[src/rtl/ro_measure_ctrl_if.sv]
// Result handshake between the ring-oscillator measurement controller and its consumer.
interface ro_measure_ctrl_if #(
  parameter int SEL_W = 3,
  parameter int CNT_W = 16
);
  logic             res_valid;
  logic             res_ready;
  logic [SEL_W-1:0] res_idx;
  logic [CNT_W-1:0] res_count;
  logic             res_sat;

  modport master (
    output res_valid,
    output res_idx,
    output res_count,
    output res_sat,
    input  res_ready
  );

  modport slave (
    input  res_valid,
    input  res_idx,
    input  res_count,
    input  res_sat,
    output res_ready
  );
endinterface

[src/rtl/ro_measure_ctrl.sv]
// Sweeps N_RO ring oscillators: enable, settle, count rising edges over a gate window, report.
// Optional macro RO_CMP_EN adds a pairwise count comparison response (resp_bits/resp_valid).
module ro_measure_ctrl #(
  parameter int N_RO          = 8,
  parameter int SEL_W         = 3,
  parameter int CNT_W         = 16,
  parameter int GATE_CYCLES   = 1024,
  parameter int SETTLE_CYCLES = 16
) (
  input  logic              clk,
  input  logic              rst,
  input  logic              start,
  input  logic              abort,
  input  logic              ro_in,
  output logic [N_RO-1:0]   ro_en,
  output logic [SEL_W-1:0]  ro_sel,
  output logic              busy,
  output logic              done,
`ifdef RO_CMP_EN
  output logic [N_RO/2-1:0] resp_bits,
  output logic              resp_valid,
`endif
  ro_measure_ctrl_if.master res_if
);

  localparam int TMR_MAX = (GATE_CYCLES > SETTLE_CYCLES) ? GATE_CYCLES : SETTLE_CYCLES;
  localparam int TMR_W   = $clog2(TMR_MAX + 1);
  localparam logic [CNT_W-1:0] CNT_MAX  = {CNT_W{1'b1}};
  localparam logic [SEL_W-1:0] IDX_LAST = SEL_W'(N_RO - 1);
  localparam logic [N_RO-1:0]  EN_ONE   = N_RO'(1);

  typedef enum logic [1:0] {IDLE, SETTLE, GATE, REPORT} state_t;

  state_t           state_q;
  logic [SEL_W-1:0] idx_q;
  logic [SEL_W-1:0] idx_nxt;
  logic [TMR_W-1:0] tmr_q;
  logic [N_RO-1:0]  ro_en_q;
  logic             busy_q;
  logic             done_q;
  logic             valid_q;
  logic [CNT_W-1:0] cnt_q;
  logic [CNT_W-1:0] cnt_d;
  logic             sat_q;
  logic             sat_d;
  logic             sync1_q;
  logic             sync2_q;
  logic             sync3_q;
  logic             rise;

`ifdef RO_CMP_EN
  localparam int PW = (SEL_W > 1) ? SEL_W - 1 : 1;
  logic [CNT_W-1:0]  even_q [N_RO/2];
  logic [N_RO/2-1:0] resp_bits_q;
  logic              resp_valid_q;
  logic [PW-1:0]     pair;

  assign pair       = PW'(idx_q >> 1);
  assign resp_bits  = resp_bits_q;
  assign resp_valid = resp_valid_q;
`endif

  assign rise    = sync2_q & ~sync3_q;
  assign idx_nxt = idx_q + SEL_W'(1);

  // Saturating edge count; the flag latches once the counter reaches all-ones.
  always_comb begin
    cnt_d = cnt_q;
    sat_d = sat_q;
    if (rise && (cnt_q != CNT_MAX)) begin
      cnt_d = cnt_q + CNT_W'(1);
      if (cnt_q == CNT_MAX - CNT_W'(1)) begin
        sat_d = 1'b1;
      end
    end
  end

  always_ff @(posedge clk) begin
    if (rst || (abort && (state_q != IDLE))) begin
      state_q <= IDLE;
      idx_q   <= '0;
      tmr_q   <= '0;
      ro_en_q <= '0;
      busy_q  <= 1'b0;
      done_q  <= 1'b0;
      valid_q <= 1'b0;
      cnt_q   <= '0;
      sat_q   <= 1'b0;
      sync1_q <= 1'b0;
      sync2_q <= 1'b0;
      sync3_q <= 1'b0;
`ifdef RO_CMP_EN
      resp_bits_q  <= '0;
      resp_valid_q <= 1'b0;
      for (int k = 0; k < N_RO/2; k++) begin
        even_q[k] <= '0;
      end
`endif
    end else begin
      done_q  <= 1'b0;
      sync1_q <= ro_in;
      sync2_q <= sync1_q;
      sync3_q <= sync2_q;
`ifdef RO_CMP_EN
      resp_valid_q <= 1'b0;
`endif
      case (state_q)
        IDLE: begin
          // abort outranks a coincident start even while idle
          if (start && !abort) begin
            state_q <= SETTLE;
            idx_q   <= '0;
            tmr_q   <= TMR_W'(SETTLE_CYCLES - 1);
            ro_en_q <= EN_ONE;
            busy_q  <= 1'b1;
            sync1_q <= 1'b0;
            sync2_q <= 1'b0;
            sync3_q <= 1'b0;
`ifdef RO_CMP_EN
            resp_bits_q <= '0;
`endif
          end
        end
        SETTLE: begin
          if (tmr_q == '0) begin
            state_q <= GATE;
            tmr_q   <= TMR_W'(GATE_CYCLES - 1);
            cnt_q   <= '0;
            sat_q   <= 1'b0;
          end else begin
            tmr_q <= tmr_q - TMR_W'(1);
          end
        end
        GATE: begin
          cnt_q <= cnt_d;
          sat_q <= sat_d;
          if (tmr_q == '0) begin
            state_q <= REPORT;
            ro_en_q <= '0;
            valid_q <= 1'b1;
          end else begin
            tmr_q <= tmr_q - TMR_W'(1);
          end
        end
        REPORT: begin
          if (res_if.res_ready) begin
            valid_q <= 1'b0;
`ifdef RO_CMP_EN
            if (!idx_q[0]) begin
              even_q[pair] <= cnt_q;
            end else begin
              resp_bits_q[pair] <= (even_q[pair] > cnt_q);
            end
`endif
            if (idx_q == IDX_LAST) begin
              state_q <= IDLE;
              idx_q   <= '0;
              busy_q  <= 1'b0;
              done_q  <= 1'b1;
`ifdef RO_CMP_EN
              resp_valid_q <= 1'b1;
`endif
            end else begin
              // fresh synchronizer so the previous oscillator's level cannot fake an edge
              state_q <= SETTLE;
              idx_q   <= idx_nxt;
              tmr_q   <= TMR_W'(SETTLE_CYCLES - 1);
              ro_en_q <= EN_ONE << idx_nxt;
              sync1_q <= 1'b0;
              sync2_q <= 1'b0;
              sync3_q <= 1'b0;
            end
          end
        end
        default: state_q <= IDLE;
      endcase
    end
  end

  assign ro_en            = ro_en_q;
  assign ro_sel           = idx_q;
  assign busy             = busy_q;
  assign done             = done_q;
  assign res_if.res_valid = valid_q;
  assign res_if.res_idx   = idx_q;
  assign res_if.res_count = cnt_q;
  assign res_if.res_sat   = sat_q;

endmodule

[src/flat_wrapper.sv]
// flat-port wrapper written by rule: the top's interface ports become plain ports
module ro_measure_ctrl_flat 
#(
  parameter int N_RO          = 8,
  parameter int SEL_W         = 3,
  parameter int CNT_W         = 16,
  parameter int GATE_CYCLES   = 1024,
  parameter int SETTLE_CYCLES = 16
)
  (clk, rst, start, abort, ro_in, ro_en, ro_sel, busy, done, res_if_res_valid, res_if_res_idx, res_if_res_count, res_if_res_sat, res_if_res_ready);
  ro_measure_ctrl_if #(.SEL_W(SEL_W), .CNT_W(CNT_W)) res_if_i ();
  input  logic clk;
  input  logic rst;
  input  logic start;
  input  logic abort;
  input  logic ro_in;
  output logic [N_RO-1:0] ro_en;
  output logic [SEL_W-1:0] ro_sel;
  output logic busy;
  output logic done;
  output wire logic [$bits(res_if_i.res_valid)-1:0] res_if_res_valid;
  output wire logic [$bits(res_if_i.res_idx)-1:0] res_if_res_idx;
  output wire logic [$bits(res_if_i.res_count)-1:0] res_if_res_count;
  output wire logic [$bits(res_if_i.res_sat)-1:0] res_if_res_sat;
  input wire logic [$bits(res_if_i.res_ready)-1:0] res_if_res_ready;
  assign res_if_res_valid = res_if_i.res_valid;
  assign res_if_res_idx = res_if_i.res_idx;
  assign res_if_res_count = res_if_i.res_count;
  assign res_if_res_sat = res_if_i.res_sat;
  assign res_if_i.res_ready = res_if_res_ready;
  ro_measure_ctrl #(.N_RO(N_RO), .SEL_W(SEL_W), .CNT_W(CNT_W), .GATE_CYCLES(GATE_CYCLES), .SETTLE_CYCLES(SETTLE_CYCLES)) u_core (.clk(clk), .rst(rst), .start(start), .abort(abort), .ro_in(ro_in), .ro_en(ro_en), .ro_sel(ro_sel), .busy(busy), .done(done), .res_if(res_if_i));
endmodule
[config.mk]
export PLATFORM = sky130hd
export DESIGN_NAME = ro_measure_ctrl_flat
export DESIGN_NICKNAME = d
export VERILOG_FILES = /design/src/rtl/ro_measure_ctrl_if.sv /design/src/rtl/ro_measure_ctrl.sv /design/src/flat_wrapper.sv
export SDC_FILE = /design/constraint.sdc
export NUM_CORES = 1
export LEC_CHECK = 0
export BUFFER_PORTS_ARGS = -buffer_cell sky130_fd_sc_hd__buf_4
export CAP_MARGIN = 10
export CORE_MARGIN = 2
export CORE_UTILIZATION = 40
export CTS_BUF_LIST = sky130_fd_sc_hd__clkbuf_8 sky130_fd_sc_hd__clkbuf_16
export CTS_CLUSTER_SIZE = 20
export DETAILED_ROUTE_END_ITERATION = 8
export GPL_TIMING_DRIVEN = 0
export SETUP_SLACK_MARGIN = 0.4
export SLEW_MARGIN = 5
export SYNTH_ARGS = -nofsm -noshare
export SYNTH_HDL_FRONTEND = slang
export SYNTH_SLANG_ARGS = --single-unit
[constraint.sdc]
create_clock -name clk -period 5.9 [get_ports clk]
set_input_delay 0.885 -clock clk [delete_from_list [all_inputs] [get_ports clk]]
set_output_delay 0.885 -clock clk [all_outputs]
set_load 0.01 [all_outputs]
======== Word-level counts from Yosys, hierarchy flattened ========
Cells that the tools add are included.
operators by class
  multiplexer cells ....................... 48
  bitwise gates (word level) .............. 4
  shift operators ......................... 1
  reductions and logical operators ........ 21
  add/subtract/negate cells ............... 3
  eq/ne operators ......................... 15
operator list
  operator                                               count
  two-way mux 11 bit                                     5
  case mux 11 bit (4 select lines)                       1
  two-way mux 16 bit                                     2
  two-way mux 8 bit                                      4
  case mux 16 bit (2 select lines)                       1
  case mux 8 bit (3 select lines)                        1
  two-way mux 1 bit                                      19
  adder 16 x 1 -> 16 bit, second input constant          1
  equality test 16 bit, second input constant            1
  inequality test 16 bit, second input constant          1
  AND reduction 4 bit                                    4
  inequality test 2 x 1 -> 1 bit, second input constant  6
  case mux 1 bit (2 select lines)                        6
  zero test 11 bit                                       1
  subtractor 11 x 1 -> 11 bit, second input constant     1
  two-way mux 3 bit                                      3
  AND reduction 3 bit                                    3
  two-way mux 2 bit                                      4
  case mux 2 bit (4 select lines)                        1
  nonzero test 2 bit                                     4
  left shift 1 x 3 -> 8 bit, first input constant        1
  inequality test 2 bit, second input constant           3
  case mux 3 bit (2 select lines)                        1
  AND reduction 5 bit                                    1
  12 further kinds                                       17
storage, ports and cells
  input bits .............................. 6
  bits in registers ....................... 47
  logic and storage cells ................. 104
  output and inout port bits .............. 34

======== Logic depth before layout (Yosys ltp) ========
  depth after elaboration ................. 5
  depth in mapped cells ................... 9
  depth with buffers taken out ............ 7

======== Worst setup path before layout ========
OpenSTA, ideal clock, no wires.
  path kind ............................... input port to flip-flop
  start ................................... in abort
  end ..................................... reg u_core.tmr_q[2]
  path buffers ............................ 0
  slack ................................... 3536 ps
  stages .................................. 5
  setup time .............................. 117 ps
  required time ........................... 5783 ps
  arrival ................................. 2247 ps
  cells stage by stage .................... nand2b_1 -> a22oi_2 -> a21boi_1 -> o21ai_0 -> a32o_1
between the ends
  longest elaborated chain between the ends .. 4
  elaborated cells between the ends (all ways) .. 6
  classes of those cells .................. eq/ne: 1; reduce/logical: 5
ends and longest elaborated chain
  item                                      RTL line                RTL
  from (decl)                               flat_wrapper.sv:15      input logic abort;
  zero test 1 bit                           ro_measure_ctrl.sv:110  if (start && !abort) begin
  logical AND 1 bit                         ro_measure_ctrl.sv:110
  inequality test 2 x 1 -> 1 bit (no line)  n/a
  AND reduction 4 bit (no line)             n/a
  to (signal assigned)                      ro_measure_ctrl.sv:113  tmr_q <= TMR_W'(SETTLE_CYCLES - 1);
  to (signal assigned)                      ro_measure_ctrl.sv:127  tmr_q <= TMR_W'(GATE_CYCLES - 1);
  to (signal assigned)                      ro_measure_ctrl.sv:131  tmr_q <= tmr_q - TMR_W'(1);
  to (decl)                                 ro_measure_ctrl.sv:37   logic [TMR_W-1:0] tmr_q;
Parallel ways exist; a longest one is shown, timed or not.
A chain may end at the register's enable or synchronous reset.

======== Worst setup path in the final report ========
  start ................................... reg u_core.state_q[0]
  end ..................................... reg u_core.cnt_q[15] (netlist: u_core.res_if.res_count[15])
between the ends
  longest elaborated chain between the ends .. 3
  elaborated cells between the ends (all ways) .. 10
  classes of those cells .................. eq/ne: 4; mux: 1; reduce/logical: 5
ends and longest elaborated chain
  item                                                                      RTL line                RTL
  from (decl)                                                               ro_measure_ctrl.sv:34   state_t state_q;
  from (signal assigned)                                                    ro_measure_ctrl.sv:80   state_q <= IDLE;
  from (signal assigned)                                                    ro_measure_ctrl.sv:111  state_q <= SETTLE;
  from (signal assigned)                                                    ro_measure_ctrl.sv:126  state_q <= GATE;
  equality test 2 bit (tied with other cells)                               ro_measure_ctrl.sv:107  case (state_q)
  inequality test 2 x 1 -> 1 bit (no line) (tied with other cells)          n/a
  AND reduction 3 bit (no line) / logical OR 1 bit (equally long branches)  n/a
  to (signal assigned)                                                      ro_measure_ctrl.sv:135  cnt_q <= cnt_d;
  to (decl)                                                                 ro_measure_ctrl.sv:42   logic [CNT_W-1:0] cnt_q;
Parallel ways exist; a longest one is shown, timed or not.

==> impl_results.html <==
<table>
<tr><th>Metric</th><th>Value</th></tr>
<tr><th colspan="2">Cells and area</th></tr>
<tr><td>Non-Filler Instances</td><td>between 400 and 500</td></tr>
<tr><td>Number of diodes</td><td>0</td></tr>
<tr><td>Area growth from synthesis to layout</td><td>18.47%</td></tr>
<tr><td>Net total in the final layout</td><td>approximately 380</td></tr>
<tr><td>Layout cell share with drive strength beyond 1</td><td>0.1906</td></tr>
<tr><td>Finished Cell Area</td><td>about 0.0031 mm^2</td></tr>
<tr><td>Final core utilization</td><td>0.4902</td></tr>
<tr><td>Final-layout fill cell count</td><td>around 650</td></tr>
<tr><th colspan="2">Worst setup path</th></tr>
<tr><td>Worst path arrival time</td><td>2.88 ns</td></tr>
<tr><td>Count of cells along the worst register-to-register path</td><td>8</td></tr>
<tr><td>Category of the worst setup path capture point</td><td>register</td></tr>
<tr><td>Startpoint of the most critical register-to-register path</td><td>u_core.state_q[0]</td></tr>
<tr><td>Classification of the worst setup path</td><td>reg -&gt; reg</td></tr>
<tr><td>Worst EP required</td><td>6.15 ns</td></tr>
<tr><td>Worst setup SP type</td><td>register</td></tr>
<tr><td>Peak fanout along the critical path</td><td>10</td></tr>
<tr><td>Critical path launch point</td><td>u_core.state_q[0]</td></tr>
<tr><td>Register-to-Register Setup Slack</td><td>roughly 3.3 ns</td></tr>
<tr><td>Endpoint of the worst register-to-register path</td><td>u_core.res_if.res_count[15]</td></tr>
<tr><th colspan="2">Clocking</th></tr>
<tr><td>Number of clock buffers inserted by TritonCTS</td><td>5</td></tr>
<tr><td>Clock Root Buffer</td><td>sky130_fd_sc_hd__clkbuf_8</td></tr>
<tr><td>Post-cts repair resize count</td><td>0</td></tr>
<tr><td>Depth of the CTS H-tree</td><td>2</td></tr>
<tr><td>Insertion delay of the later-clocked pin in the worst-skew pair</td><td>roughly 0.31 ns</td></tr>
<tr><td>Setup repair bufs after CTS</td><td>0</td></tr>
<tr><td>CTS Sinks</td><td>between 40 and 50</td></tr>
<tr><td>Clock transition at path regs</td><td>around 0.10 ns</td></tr>
<tr><td>Clock tree from TritonCTS</td><td>done</td></tr>
<tr><td>Hold buffers post-CTS</td><td>0</td></tr>
<tr><td>Longest Clk Path Bufs</td><td>2</td></tr>
<tr><th colspan="2">Logic synthesis</th></tr>
<tr><td>Share of the synthesized area in the top cell type</td><td>0.3561</td></tr>
<tr><td>Dominant cells by area after synthesis</td><td>sky130_fd_sc_hd__dfxtp_1 36%, sky130_fd_sc_hd__ha_1 7.1%, sky130_fd_sc_hd__a21oi_1 6.3%</td></tr>
<tr><td>Number of synthesized register bits</td><td>47</td></tr>
<tr><td>Number of warnings issued by yosys</td><td>0</td></tr>
<tr><td>Top FF cell, synth</td><td>sky130_fd_sc_hd__dfxtp_1</td></tr>
<tr><td>Post-Syn Nets</td><td>roughly 340</td></tr>
<tr><td>Summed instance area of the synthesized netlist</td><td>between 0.002 and 0.003 mm^2</td></tr>
<tr><td>Cells after synthesis</td><td>between 300 and 400</td></tr>
<tr><td>Mean instance size in the synthesized netlist</td><td>~8.4 um^2</td></tr>
<tr><td>Cell type with the largest total area after synthesis</td><td>sky130_fd_sc_hd__dfxtp_1</td></tr>
<tr><td>Sequential fraction of the synthesis area</td><td>0.3561</td></tr>
<tr><td>Asr flop ratio synth</td><td>0</td></tr>
<tr><td>Number of distinct library cell variants in the gate-level netlist after synthesis</td><td>55</td></tr>
<tr><td>Number of synthesized flops with an enable pin</td><td>0</td></tr>
<tr><th colspan="2">Global route</th></tr>
<tr><td>Overall Global Routing Usage</td><td>0.1819</td></tr>
<tr><td>First-pass GRT wire length</td><td>10.84 mm</td></tr>
<tr><td>Total congestion overflow after global routing</td><td>0</td></tr>
<tr><td>Number of global-route vias before repair</td><td>about 2,300</td></tr>
<tr><td>Pin count of the biggest net entering global routing</td><td>16</td></tr>
<tr><td>Number of antenna violations at the first check in global routing</td><td>0</td></tr>
<tr><th colspan="2">Routing</th></tr>
<tr><td>Total Wirelength</td><td>about 6.3 mm</td></tr>
<tr><td>Avg WL per Cell</td><td>around 14 um</td></tr>
<tr><td>Number of vias after detailed routing</td><td>~2,400</td></tr>
<tr><td>DRC violations left</td><td>0</td></tr>
<tr><td>Via density per instance</td><td>5.540</td></tr>
<tr><td>Initial DRC Count</td><td>84</td></tr>
<tr><td>Number of iterations in the first detailed-routing pass</td><td>4</td></tr>
<tr><td>Count of antenna-violating nets left after detailed routing</td><td>0</td></tr>
<tr><th colspan="2">Min path</th></tr>
<tr><td>Startpoint of the worst hold path</td><td>u_core.sync1_q</td></tr>
<tr><td>Worst hold path depth</td><td>1</td></tr>
<tr><td>Kind of path behind the tightest hold check</td><td>reg -&gt; reg</td></tr>
<tr><td>Worst Hold Path EP</td><td>u_core.sync2_q</td></tr>
<tr><th colspan="2">Placed design</th></tr>
<tr><td>Global placer's final weighted congestion</td><td>0.8334</td></tr>
<tr><td>Cell count after placement</td><td>around 430</td></tr>
<tr><td>Total cell area at the placement stage</td><td>a little over 0.003 mm^2</td></tr>
<tr><td>Number of port buffers</td><td>39</td></tr>
<tr><td>Hpwl dp</td><td>4.574 mm</td></tr>
<tr><th colspan="2">STA</th></tr>
<tr><td>Worst Clk Skew</td><td>around 0.013 ns</td></tr>
<tr><td>Endpoints failing setup</td><td>0</td></tr>
<tr><td>Highest clock rate</td><td>approximately 380 MHz</td></tr>
<tr><td>Max-slew violation count</td><td>0</td></tr>
<tr><td>Transition time of the tightest slew-check pin</td><td>about 0.73 ns</td></tr>
<tr><td>Unrepaired setup endpoints after global routing</td><td>no</td></tr>
<tr><td>Headroom to the max-slew limit</td><td>0.5152</td></tr>
<tr><td>Part of the cycle the worst path needs</td><td>0.4459</td></tr>
<tr><td>Fin. Hold Viols</td><td>0</td></tr>
<tr><td>Final-layout setup total negative slack</td><td>0 ns</td></tr>
<tr><td>Final worst path period need</td><td>about 2.6 ns</td></tr>
<tr><th colspan="2">Run status</th></tr>
<tr><td>Run status</td><td>complete, no violations</td></tr>
<tr><th colspan="2">Floorplanning</th></tr>
<tr><td>Die Area</td><td>0.007273 mm^2</td></tr>
<tr><td>Number of top-level pins</td><td>40</td></tr>
<tr><td>Total number of placement rows</td><td>29</td></tr>
<tr><td>Die outline width</td><td>85.28 um</td></tr>
<tr><td>Die height</td><td>around 85 um</td></tr>
<tr><td>Effective utilization at floorplan</td><td>0.4138</td></tr>
<tr><td>Placeable core area</td><td>about 0.0064 mm^2</td></tr>
<tr><th colspan="2">Power</th></tr>
<tr><td>Standby leakage power</td><td>around 1.2 nW</td></tr>
<tr><td>Worst vdd ir</td><td>0.0002557 V</td></tr>
<tr><td>Power Density</td><td>approximately 410 mW/mm^2</td></tr>
<tr><td>Total design power</td><td>1.292 mW</td></tr>
<tr><th colspan="2">Flow run</th></tr>
<tr><td>Max-Cap Viols</td><td>0</td></tr>
</table>
-- sequential cells by signal, summed over array words and instances, names as in the netlist --
signal	count
u_core.done	1
u_core.ro_en	8
u_core.sync2_q	1
u_core.state_q	2
u_core.res_if.res_idx	3
u_core.res_if.res_valid	1
u_core.sync3_q	1
u_core.busy	1
u_core.tmr_q	11
u_core.res_if.res_sat	1
u_core.sync1_q	1
u_core.res_if.res_count	16
-- cells by family after synthesis --
group	Yosys count	synth area share
buffers and inverters	30	0.04971
adders and majority gates	15	0.07102
and+or+nand+nor	117	0.2401
xor gates and xnor gates	1	0.003315
DFF	47	0.3561
muxes	3	0.01136
AOI/OAI and AO/OA	102	0.2685
-- synth_stat cells, drive strengths merged (4+ instances only) --
cell / number
or3: 14
a211oi: 5
nand2: 26
clkbuf: 4
a22oi: 4
a31oi: 6
nand4: 6
buf: 9
o21ai: 23
or2: 6
dfxtp: 47
nand3: 10
nor3: 8
nand2b: 5
a21oi: 33
nor2: 22
ha: 15
o31ai: 4
inv: 17
-- cells in the final DEF (no fill, tap or decap), types with 4 or more instances in the layout --
cell,synthesis,final
sky130_fd_sc_hd__o21ai_0,22,22
sky130_fd_sc_hd__or2_0,6,6
sky130_fd_sc_hd__nand2b_1,5,5
sky130_fd_sc_hd__nor3_1,7,7
sky130_fd_sc_hd__nand2_1,26,26
sky130_fd_sc_hd__ha_1,15,15
sky130_fd_sc_hd__nor2_1,22,22
sky130_fd_sc_hd__or3_1,14,14
sky130_fd_sc_hd__a31oi_1,6,6
sky130_fd_sc_hd__nand4_1,5,5
sky130_fd_sc_hd__nand3_1,10,10
sky130_fd_sc_hd__buf_2,6,6
sky130_fd_sc_hd__inv_1,17,17
sky130_fd_sc_hd__dfxtp_1,47,47
sky130_fd_sc_hd__a211oi_1,5,5
sky130_fd_sc_hd__clkbuf_8,0,6
sky130_fd_sc_hd__clkbuf_1,4,4
sky130_fd_sc_hd__buf_4,3,42
sky130_fd_sc_hd__a21oi_1,33,33
-- worst max-delay path: stages, from the launching register on --
cell and delay (ns):
sky130_fd_sc_hd__dfxtp_1 0.40, sky130_fd_sc_hd__inv_1 0.10, sky130_fd_sc_hd__ha_1 0.23, sky130_fd_sc_hd__buf_2 0.21
sky130_fd_sc_hd__inv_1 0.26, sky130_fd_sc_hd__o21ai_0 0.22, sky130_fd_sc_hd__a2111o_1 0.52, sky130_fd_sc_hd__or4_1 0.50
sky130_fd_sc_hd__a21oi_1 0.14
-- through the flow --
stage	worst slack [ns]	hold slack, ns
after CTS	3.274	0.4449
after floorplan	3.536	0.4057
after global placement	3.042	0.4173
after global routing	3.039	0.4646
final	3.269	0.4410
after detailed placement	3.011	0.4173
-- per-layer routing --
metal  vias up  track usage  routed length (um)
met1      1137       0.2455                3142
met4         0      0.05195                  41
met5         -            0                   0
met2        43       0.2969                2920
li1       1248            -                   -
met3         4      0.03405                 187
-- area by class of cell --
class                           count  area, um^2  area share
Clock buffer                        6       82.58     0.02638
Inverter                           17       63.81     0.02038
Multi-Input combinational cell    238        1570      0.5016
Tap cell                           77       96.34     0.03078
Buffer                             13       67.56     0.02158
Sequential cell                    47       940.9      0.3006
Timing Repair Buffer               39       292.8     0.09353
Clock inverter                      2       16.27    0.005196
-- power by group --
group,internal [mW],switching (mW)
logic,0.236,0.435
clock network,0.0959,0.117
registers,0.361,0.0477
total,0.693,0.599
-- worst max path at each step --
stage,endpoint,cells past startpoint
3_5_place_dp,u_core.tmr_q[2],6
4_1_cts,u_core.tmr_q[2],7
3_3_place_gp,u_core.tmr_q[3],6
6_report,u_core.res_if.res_count[15],8
5_1_grt,u_core.tmr_q[2],7
2_1_floorplan,u_core.tmr_q[2],5
Power figures use the tool's default switching activity.
